==> config.mk <==
export PLATFORM = sky130hd
export DESIGN_NAME = escritura_rtc_flat
export DESIGN_NICKNAME = d
export VERILOG_FILES = /design/src/rtl/escritura_rtc_if.sv /design/src/rtl/escritura_rtc.sv /design/src/flat_wrapper.sv
export SDC_FILE = /design/constraint.sdc
export NUM_CORES = 1
export LEC_CHECK = 0
export ABC_AREA = 1
export BUFFER_PORTS_ARGS = -buffer_cell sky130_fd_sc_hd__buf_2
export CAP_MARGIN = 5
export CELL_PAD_IN_SITES_DETAIL_PLACEMENT = 0
export CELL_PAD_IN_SITES_GLOBAL_PLACEMENT = 1
export CORE_ASPECT_RATIO = 2
export CORE_MARGIN = 2
export CORE_UTILIZATION = 43
export CTS_BUF_LIST = sky130_fd_sc_hd__clkbuf_8
export DETAILED_ROUTE_END_ITERATION = 12
export GPL_TIMING_DRIVEN = 0
export PLACE_DENSITY = 0.86
export REMOVE_ABC_BUFFERS = 1
export SKIP_CTS_REPAIR_TIMING = 1
export SYNTH_ARGS = -nofsm -noshare
export SYNTH_HDL_FRONTEND = slang
export SYNTH_SLANG_ARGS = --single-unit
==> constraint.sdc <==
create_clock -name clk -period 2.1 [get_ports clk]
set_input_delay 0.42 -clock clk [delete_from_list [all_inputs] [get_ports clk]]
set_output_delay 0.42 -clock clk [all_outputs]
set_load 0.05 [all_outputs]
==> src/rtl/escritura_rtc_if.sv <==
// Signal bundle between the general control FSM, the write engine and the RTC AD bus.
// The slave side is the write engine; the master side is whoever requests writes and watches the bus.
interface escritura_rtc_if;
  logic       Inicio_W;
  logic [7:0] dir;
  logic [7:0] dato;
  logic       cs_n;
  logic       wr_n;
  logic       ad_n;
  logic       ad_oe;
  logic [7:0] ad_out;
  logic       busy;
  logic       Fin_W;

  modport master (
    output Inicio_W, dir, dato,
    input  cs_n, wr_n, ad_n, ad_oe, ad_out, busy, Fin_W
  );

  modport slave (
    input  Inicio_W, dir, dato,
    output cs_n, wr_n, ad_n, ad_oe, ad_out, busy, Fin_W
  );
endinterface

==> src/rtl/escritura_rtc.sv <==
// RTC write-cycle engine: address phase, recovery gap, data phase on a multiplexed AD bus.
// Every bus strobe is a flip-flop output decoded from the next state.
module escritura_rtc #(
  parameter int T_SU  = 2,
  parameter int T_PW  = 4,
  parameter int T_HD  = 2,
  parameter int T_REC = 3
) (
  input  logic           clk,
  input  logic           reset,
  escritura_rtc_if.slave rtc
);

  typedef enum logic [3:0] {
    IDLE,
    A_SU,
    A_PW,
    A_HD,
    REC,
    D_SU,
    D_PW,
    D_HD,
    DONE
  } state_t;

  localparam logic [3:0] SU_LOAD  = 4'(T_SU - 1);
  localparam logic [3:0] PW_LOAD  = 4'(T_PW - 1);
  localparam logic [3:0] HD_LOAD  = 4'(T_HD - 1);
  localparam logic [3:0] REC_LOAD = 4'(T_REC - 1);

  state_t     state_reg, state_next;
  logic [3:0] cnt_reg, cnt_next;
  logic       inicio_reg;
  logic       armed_reg, armed_next;
  logic [7:0] addr_reg, addr_next;
  logic [7:0] data_reg, data_next;
  logic       start;

  logic       cs_n_reg, cs_n_next;
  logic       wr_n_reg, wr_n_next;
  logic       ad_n_reg, ad_n_next;
  logic       ad_oe_reg, ad_oe_next;
  logic [7:0] ad_out_reg, ad_out_next;
  logic       busy_reg, busy_next;
  logic       fin_reg, fin_next;

  // Counter value loaded on entry so that each state lasts exactly its parameter count.
  function automatic logic [3:0] reload(input state_t s);
    case (s)
      A_SU, D_SU: reload = SU_LOAD;
      A_PW, D_PW: reload = PW_LOAD;
      A_HD, D_HD: reload = HD_LOAD;
      REC:        reload = REC_LOAD;
      default:    reload = 4'd0;
    endcase
  endfunction

  function automatic state_t successor(input state_t s);
    case (s)
      A_SU:    successor = A_PW;
      A_PW:    successor = A_HD;
      A_HD:    successor = REC;
      REC:     successor = D_SU;
      D_SU:    successor = D_PW;
      D_PW:    successor = D_HD;
      D_HD:    successor = DONE;
      default: successor = IDLE;
    endcase
  endfunction

  // armed only becomes set after Inicio_W has been seen low since reset, so a level
  // already high when reset is released never looks like a fresh request.
  always_comb begin
    start      = rtc.Inicio_W && !inicio_reg && armed_reg &&
                 (state_reg == IDLE || state_reg == DONE);
    armed_next = armed_reg || !rtc.Inicio_W;
    state_next = state_reg;
    cnt_next   = cnt_reg;
    addr_next  = addr_reg;
    data_next  = data_reg;

    if (start) begin
      state_next = A_SU;
      addr_next  = rtc.dir;
      data_next  = rtc.dato;
    end else if (state_reg == DONE) begin
      state_next = IDLE;
    end else if (state_reg != IDLE) begin
      if (cnt_reg == 4'd0) begin
        state_next = successor(state_reg);
      end else begin
        cnt_next = cnt_reg - 4'd1;
      end
    end

    if (state_next != state_reg) begin
      cnt_next = reload(state_next);
    end
  end

  // Bus outputs are decoded from the state being entered so they register with it.
  always_comb begin
    cs_n_next   = 1'b1;
    wr_n_next   = 1'b1;
    ad_n_next   = 1'b1;
    ad_oe_next  = 1'b0;
    ad_out_next = ad_out_reg;
    busy_next   = (state_next != IDLE);
    fin_next    = (state_next == DONE);

    case (state_next)
      A_SU, A_PW, A_HD: begin
        cs_n_next   = 1'b0;
        wr_n_next   = (state_next != A_PW);
        ad_n_next   = 1'b0;
        ad_oe_next  = 1'b1;
        ad_out_next = addr_next;
      end
      REC: begin
        ad_n_next   = 1'b0;
        ad_out_next = addr_next;
      end
      D_SU, D_PW, D_HD: begin
        cs_n_next   = 1'b0;
        wr_n_next   = (state_next != D_PW);
        ad_oe_next  = 1'b1;
        ad_out_next = data_next;
      end
      default: ;
    endcase
  end

  always_ff @(posedge clk or negedge reset) begin
    if (!reset) begin
      state_reg  <= IDLE;
      cnt_reg    <= 4'd0;
      inicio_reg <= 1'b0;
      armed_reg  <= 1'b0;
      addr_reg   <= 8'h00;
      data_reg   <= 8'h00;
      cs_n_reg   <= 1'b1;
      wr_n_reg   <= 1'b1;
      ad_n_reg   <= 1'b1;
      ad_oe_reg  <= 1'b0;
      ad_out_reg <= 8'h00;
      busy_reg   <= 1'b0;
      fin_reg    <= 1'b0;
    end else begin
      state_reg  <= state_next;
      cnt_reg    <= cnt_next;
      inicio_reg <= rtc.Inicio_W;
      armed_reg  <= armed_next;
      addr_reg   <= addr_next;
      data_reg   <= data_next;
      cs_n_reg   <= cs_n_next;
      wr_n_reg   <= wr_n_next;
      ad_n_reg   <= ad_n_next;
      ad_oe_reg  <= ad_oe_next;
      ad_out_reg <= ad_out_next;
      busy_reg   <= busy_next;
      fin_reg    <= fin_next;
    end
  end

  assign rtc.cs_n   = cs_n_reg;
  assign rtc.wr_n   = wr_n_reg;
  assign rtc.ad_n   = ad_n_reg;
  assign rtc.ad_oe  = ad_oe_reg;
  assign rtc.ad_out = ad_out_reg;
  assign rtc.busy   = busy_reg;
  assign rtc.Fin_W  = fin_reg;

endmodule

==> src/flat_wrapper.sv <==
// flat-port wrapper written by rule: the top's interface ports become plain ports
module escritura_rtc_flat 
#(
  parameter int T_SU  = 2,
  parameter int T_PW  = 4,
  parameter int T_HD  = 2,
  parameter int T_REC = 3
)
  (clk, reset, rtc_Inicio_W, rtc_dir, rtc_dato, rtc_cs_n, rtc_wr_n, rtc_ad_n, rtc_ad_oe, rtc_ad_out, rtc_busy, rtc_Fin_W);
  escritura_rtc_if rtc_i ();
  input  logic clk;
  input  logic reset;
  input wire logic [$bits(rtc_i.Inicio_W)-1:0] rtc_Inicio_W;
  input wire logic [$bits(rtc_i.dir)-1:0] rtc_dir;
  input wire logic [$bits(rtc_i.dato)-1:0] rtc_dato;
  output wire logic [$bits(rtc_i.cs_n)-1:0] rtc_cs_n;
  output wire logic [$bits(rtc_i.wr_n)-1:0] rtc_wr_n;
  output wire logic [$bits(rtc_i.ad_n)-1:0] rtc_ad_n;
  output wire logic [$bits(rtc_i.ad_oe)-1:0] rtc_ad_oe;
  output wire logic [$bits(rtc_i.ad_out)-1:0] rtc_ad_out;
  output wire logic [$bits(rtc_i.busy)-1:0] rtc_busy;
  output wire logic [$bits(rtc_i.Fin_W)-1:0] rtc_Fin_W;
  assign rtc_i.Inicio_W = rtc_Inicio_W;
  assign rtc_i.dir = rtc_dir;
  assign rtc_i.dato = rtc_dato;
  assign rtc_cs_n = rtc_i.cs_n;
  assign rtc_wr_n = rtc_i.wr_n;
  assign rtc_ad_n = rtc_i.ad_n;
  assign rtc_ad_oe = rtc_i.ad_oe;
  assign rtc_ad_out = rtc_i.ad_out;
  assign rtc_busy = rtc_i.busy;
  assign rtc_Fin_W = rtc_i.Fin_W;
  escritura_rtc #(.T_SU(T_SU), .T_PW(T_PW), .T_HD(T_HD), .T_REC(T_REC)) u_core (.clk(clk), .reset(reset), .rtc(rtc_i));
endmodule
* Word-level counts from Yosys, hierarchy flattened
Cells that the tools add are included.
** Word-level totals
- Register bits after elaboration :: 40
- Output and inout port bits :: 14
** Cells by class
- $add $sub $neg :: 1
- Eq/ne operators :: 22
- Muxes and demuxes :: 18
- Reductions and logical operators :: 20
** Operators with widths (count)
- $mux W4 :: 9
- $eq A4 B3 Y1 const B :: 8
- $pmux W4 S7 :: 1
- $eq A4 B2 Y1 const B :: 4
- $mux W8 :: 2
- $pmux W8 S2 :: 1
- $eq A4 B1 Y1 const B :: 2
- $eq A4 B4 Y1 const B :: 2
- $logic_not A4 Y1 :: 2
- $reduce_bool A4 Y1 :: 2
- $reduce_or A4 Y1 :: 2
- $ne A2 B2 Y1 const B :: 3
- $pmux W2 S3 :: 1
- $reduce_or A3 Y1 :: 2
- $reduce_or A6 Y1 :: 1
- $ne A4 B2 Y1 const B :: 1
- $ne A4 B3 Y1 const B :: 1
- $ne A4 B4 Y1 :: 1
- $reduce_and A4 Y1 :: 1
- $reduce_bool A2 Y1 :: 2
- $sub A4 B1 Y4 const B :: 1
- $logic_and A1 B1 Y1 :: 3
- $mux W1 :: 3
- $logic_not A1 Y1 :: 2
- other kinds (3) :: 4

* Depth between registers and ports, before layout
- Depth in word-level cells :: 10
- Gate-level depth with buffers :: 12
- Gate-level depth less buffers :: 12

* Worst setup path before layout
Ideal clock, no wire load.
- Path type :: reg2reg
- Start point :: reg u_core.cnt_reg[0]
- End point :: reg u_core.ad_out_reg[6], in the netlist u_core.rtc.ad_out[6]
- Arrival :: 1.521 ns
- Data required time :: 1.982 ns
- Path slack :: 0.461 ns
- Cell stages (with the launch flop) :: 11
- Buffers on the path :: 1
- Clock period less this slack :: 1.639 ns
- Cell sequence :: dfrtp_1 -> inv_1 -> ha_1 -> nand2_1 -> nor2_1 -> nand4_1 -> nand2_2 -> buf_2 -> nand4_1 -> nand3_1 -> nand2_1
** Between the ends
- Word-level cells in the longest chain between the ends :: 8
- Elaborated cells on any way between the ends :: 16
** Ends and longest elaborated chain
- from (decl) :: line escritura_rtc.sv:32 : logic [3:0] cnt_reg, cnt_next;
- from (signal assigned) :: line escritura_rtc.sv:150 : cnt_reg <= cnt_next;
- $logic_not A4 Y1 (*) :: line escritura_rtc.sv:89 : if (cnt_reg == 4'd0) begin
- $mux W4 (*) :: line escritura_rtc.sv:89
- $mux W4 (*) :: line escritura_rtc.sv:88 : end else if (state_reg != IDLE) begin
- $mux W4 (*) :: line escritura_rtc.sv:86 : end else if (state_reg == DONE) begin
- $mux W4 (*) :: line escritura_rtc.sv:82 : if (start) begin
- named net u_core.state_next[2] :: line escritura_rtc.sv:31 : state_t state_reg, state_next;
- $eq A4 B1 Y1, or another cell as far along :: line escritura_rtc.sv:111 : case (state_next)
- $reduce_or A4 Y1 (no line) / $reduce_or A3 Y1 (equally long branches)
- $pmux W8 S2 / $reduce_bool A2 Y1 (equally long branches)
- to (signal assigned) :: line escritura_rtc.sv:159 : ad_out_reg <= ad_out_next;
- to (decl) :: line escritura_rtc.sv:43 : logic [7:0] ad_out_reg, ad_out_next;
The timed path passes the listed nets; every way through them passes the cells marked *.
A chain may end at the register's enable or synchronous reset.

* Final worst setup path
- Start point :: reg u_core.cnt_reg[0]
- End point :: reg u_core.cnt_reg[0]
** Between the ends
- Word-level cells in the longest chain between the ends :: 9
- Elaborated cells on any way between the ends :: 27
** Ends and longest elaborated chain
- $logic_not A4 Y1 :: line escritura_rtc.sv:89
- $mux W4 :: line escritura_rtc.sv:89
- $mux W4 :: line escritura_rtc.sv:88
- $mux W4 :: line escritura_rtc.sv:86
- $mux W4 :: line escritura_rtc.sv:82
- $eq A4 B1 Y1, or another cell as far along :: line escritura_rtc.sv:49 : case (s)
- $reduce_or A4 Y1 (no line) / $reduce_or A2 Y1 (equally long branches)
- $pmux W2 S3 :: line escritura_rtc.sv:49
- $mux W4 :: line escritura_rtc.sv:96 : if (state_next != state_reg) begin
Several ways; a longest one is shown, not always the timed one. The select of a mux whose other input is x is not followed.

==> flow_summary.yaml <==
pwr:
  p_leak_nw: 1.15
  power_mw: 4.04
  comb_power_share_pct: 55.7
  p_per_area_mw_per_mm2: 1800
  p_int_mw: 2.01
  clockPowerShare_pct: 12.5
  power.share.switching_pct: 50.3
  power.switching_mw: 2.03
  p_seq_share_pct: 31.9
  peakVddDrop_mv: 0.880
drt:
  ant_nets: 0
  dr_total_vias: 1520
  wl_per_cell_um: 13.1
  drt-initial-drc-count: 13
  drc: 0
  drtPass1Iterations: 4
  routed_wl_mm: 4.08
  vias_per_cell: 4.87
global_routing:
  use_met3_pct: 2.70
  grt_pass1_wl_mm: 6.92
  grt.total_usage_pct: 18.2
  antenna_found_initial: 0
  grt_pass1_vias: 1506
  grt.overflow.total: 0
  grtUsageMet2_pct: 33.2
  grt-busiest-layer: "met2"
  grt_max_degree: 41
  use_met1_pct: 19.9
clock_tree:
  cts.path.max_buffers: 2
  cts_tree: "done"
  clk_pin_slew_ns: 0.08
  cts_made_buffers: 5
  htreeDepth: 2
  root_buffer: "clkbuf_8"
  cts.sinks: 40
  insertion_delay_ns: 0.30
final_layout:
  nets: 278
  stdcell_count: 312
  utilization_pct: 51.8
  diodes: 0
  syn2layout_area_growth_pct: 15.1
  drive_gt1_share_pct: 29.8
synth:
  synth_seq_cells: 40
  ys.flop_type: "dfrtp_1"
  syn_inst: 223
  synthTopCellsByCount: "nand2_1, dfrtp_1, inv_1"
  synth-xor-area-share_pct: 1.35
  synth_area_leaders: "dfrtp_1, nand2_1, inv_1"
  synth-simple-area-share_pct: 29.7
  seq_area_frac_synth_pct: 51.4
  syn-cell-area_sq_mm: 0.00195
  yosys_warnings: 0
  async_reset_ff_share_pct: 100
  yosysMostFrequentCell: "nand2_1"
  syn_avg_cell_area_sq_um: 8.76
  synthAdderAreaFrac_pct: 1.28
  synth_top_area_share_pct: 47.4
  yosysTopAreaCell: "dfrtp_1"
  synth-compound-area-share_pct: 5.83
  synth_edf_count: 0
  synth_cell_types: 25
  synth_mux_area_share_pct: 0
  synth_top_family_by_area: "simple AND/OR/NAND/NOR gates"
floorplan:
  row_count: 34
  die-height_um: 99.3
  core_sq_mm: 0.00434
  ios: 33
  die_area_sq_mm: 0.00513
  start_util_pct: 45.0
  die_x_um: 51.7
setup_path:
  cp.required_ns: 2.28
  crit_start: "u_core.cnt_reg[0]"
  regToRegStartpoint: "u_core.cnt_reg[0]"
  crit_path_end: "u_core.cnt_reg[0]"
  rrSetupSlack_ns: 0.20
  max_stage_delay_ns: 0.39
  crit_chain: "inv_1 -> ha_2 -> nand2_1 -> nor2_1 -> o21ai_2 -> nand3_1 -> nand2_4 -> nand2_4 -> buf_4 -> inv_2 -> nand2_1 -> o21ai_1"
  cp.arrival_ns: 2.08
  end_kind: "register"
  cp-start-kind: "register"
  reg2reg_to: "u_core.cnt_reg[0]"
  crit_type: "reg -> reg"
  cp_max_fo: 11
  r2r_cells: 12
  crit_slowest_cell: "dfrtp_1"
place:
  gp_congestion: 0.814
  dp_hpwl_mm: 3.03
  port-buffer-count: 32
  dp.cells: 303
sta:
  hold_slack_ns: 0.235
  fin_crit_ns: 1.90
  max_freq_mhz: 527
  slew_headroom_pct: 42.2
  tightest_slew_ns: 0.868
  slew_violations: 0
  final_hold_viol_count: 0
  rsz0062_at_grt: "no"
  finalSetupViolCount: 0
  finClkSkew_ns: 0.00727
  setup_tns_ns: 0
  period_share_pct: 90.4
status:
  status: "completed"
worst_hold_path:
  hp-class: "in -> async"
job:
  maxCapViolCount: 0
## worst max-delay path, delay by kind of cell (launching register included)
| kind | cells | cell delay [ns] |
|---|---|---|
| adder cells (fa/ha/maj) | 1 | 0.23 |
| buffers and inverters | 3 | 0.32 |
| flip-flops | 1 | 0.39 |
| AO/OA/AOI/OAI | 2 | 0.16 |
| AND/OR/NAND/NOR | 6 | 0.67 |
## logic make-up after synthesis
logic type | Yosys count
buf+inv | 48
xor+xnor | 3
fa+ha+maj | 2
compound gates | 22
simple gates | 108
flops | 40
## cell usage in the layout, fill, tap and decap left out
| master | netlist | final |
|---|---|---|
| nand4_1 | 10 | 10 |
| clkinv_4 | 0 | 1 |
| or2_2 | 8 | 8 |
| inv_1 | 36 | 36 |
| o21ai_0 | 17 | 17 |
| nor2_4 | 4 | 4 |
| buf_4 | 1 | 1 |
| clkinv_2 | 0 | 2 |
| dfrtp_1 | 37 | 37 |
| ha_2 | 0 | 1 |
| o21ai_2 | 1 | 1 |
| dfstp_2 | 3 | 3 |
| o21ai_1 | 4 | 4 |
| nand3_1 | 21 | 21 |
| nor2_8 | 1 | 1 |
| nand2_1 | 43 | 43 |
| nand3_4 | 1 | 1 |
| nor2_2 | 2 | 2 |
| nor2_1 | 8 | 8 |
| nand3b_1 | 1 | 1 |
| ha_1 | 2 | 1 |
| buf_2 | 3 | 32 |
| nand2_2 | 6 | 3 |
| clkbuf_8 | 0 | 5 |
| inv_2 | 6 | 6 |
| xor2_1 | 3 | 3 |
| nand2_4 | 1 | 4 |
| nand3_2 | 2 | 2 |
## worst min path at each step
stage | to | slack, ns | cells past startpoint
6_report | u_core.addr_reg[6] | 0.24 | 1
3_3_place_gp | u_core.armed_reg | 0.46 | 2
3_5_place_dp | u_core.armed_reg | 0.48 | 2
5_1_grt | u_core.inicio_reg | 0.27 | 1
2_1_floorplan | u_core.addr_reg[0] | 0.12 | 0
4_1_cts | u_core.inicio_reg | 0.26 | 1
## power groups by stage
stage	logic (mW)	clock network, mW	registers, mW
4_1_cts	2.21	0.518	1.29
3_3_place_gp	2.15	0	1.29
2_1_floorplan	1.22	0	1.72
5_1_grt	2.50	0.539	1.32
6_report	2.25	0.504	1.29
3_5_place_dp	2.18	0	1.30
## stage by stage
stage	cell area (sq um)	worst slack, ns
5_1_grt	2250	0.00666
3_3_place_gp	2140	-0.00600
3_5_place_dp	2140	-0.0435
2_1_floorplan	1910	0.359
6_report	2250	0.202
4_1_cts	2220	-0.0797
## cell type report
cell class	count	area, sq um
Tap cell	54	67.6
Multi-Input combinational cell	135	763
Clock inverter	3	18.8
Timing Repair Buffer	33	168
Inverter	42	158
Fill cell	469	2090
Sequential cell	40	1000
Clock buffer	5	68.8
## routing by layer
layer	part of all wire [%]	routed length [um]	up-vias
li1	-	-	766
met1	36	1480	722
met2	59	2390	24
met3	2.3	95	8
met4	2.7	110	0
met5	0	0	-
Power figures use the tool's default switching activity.
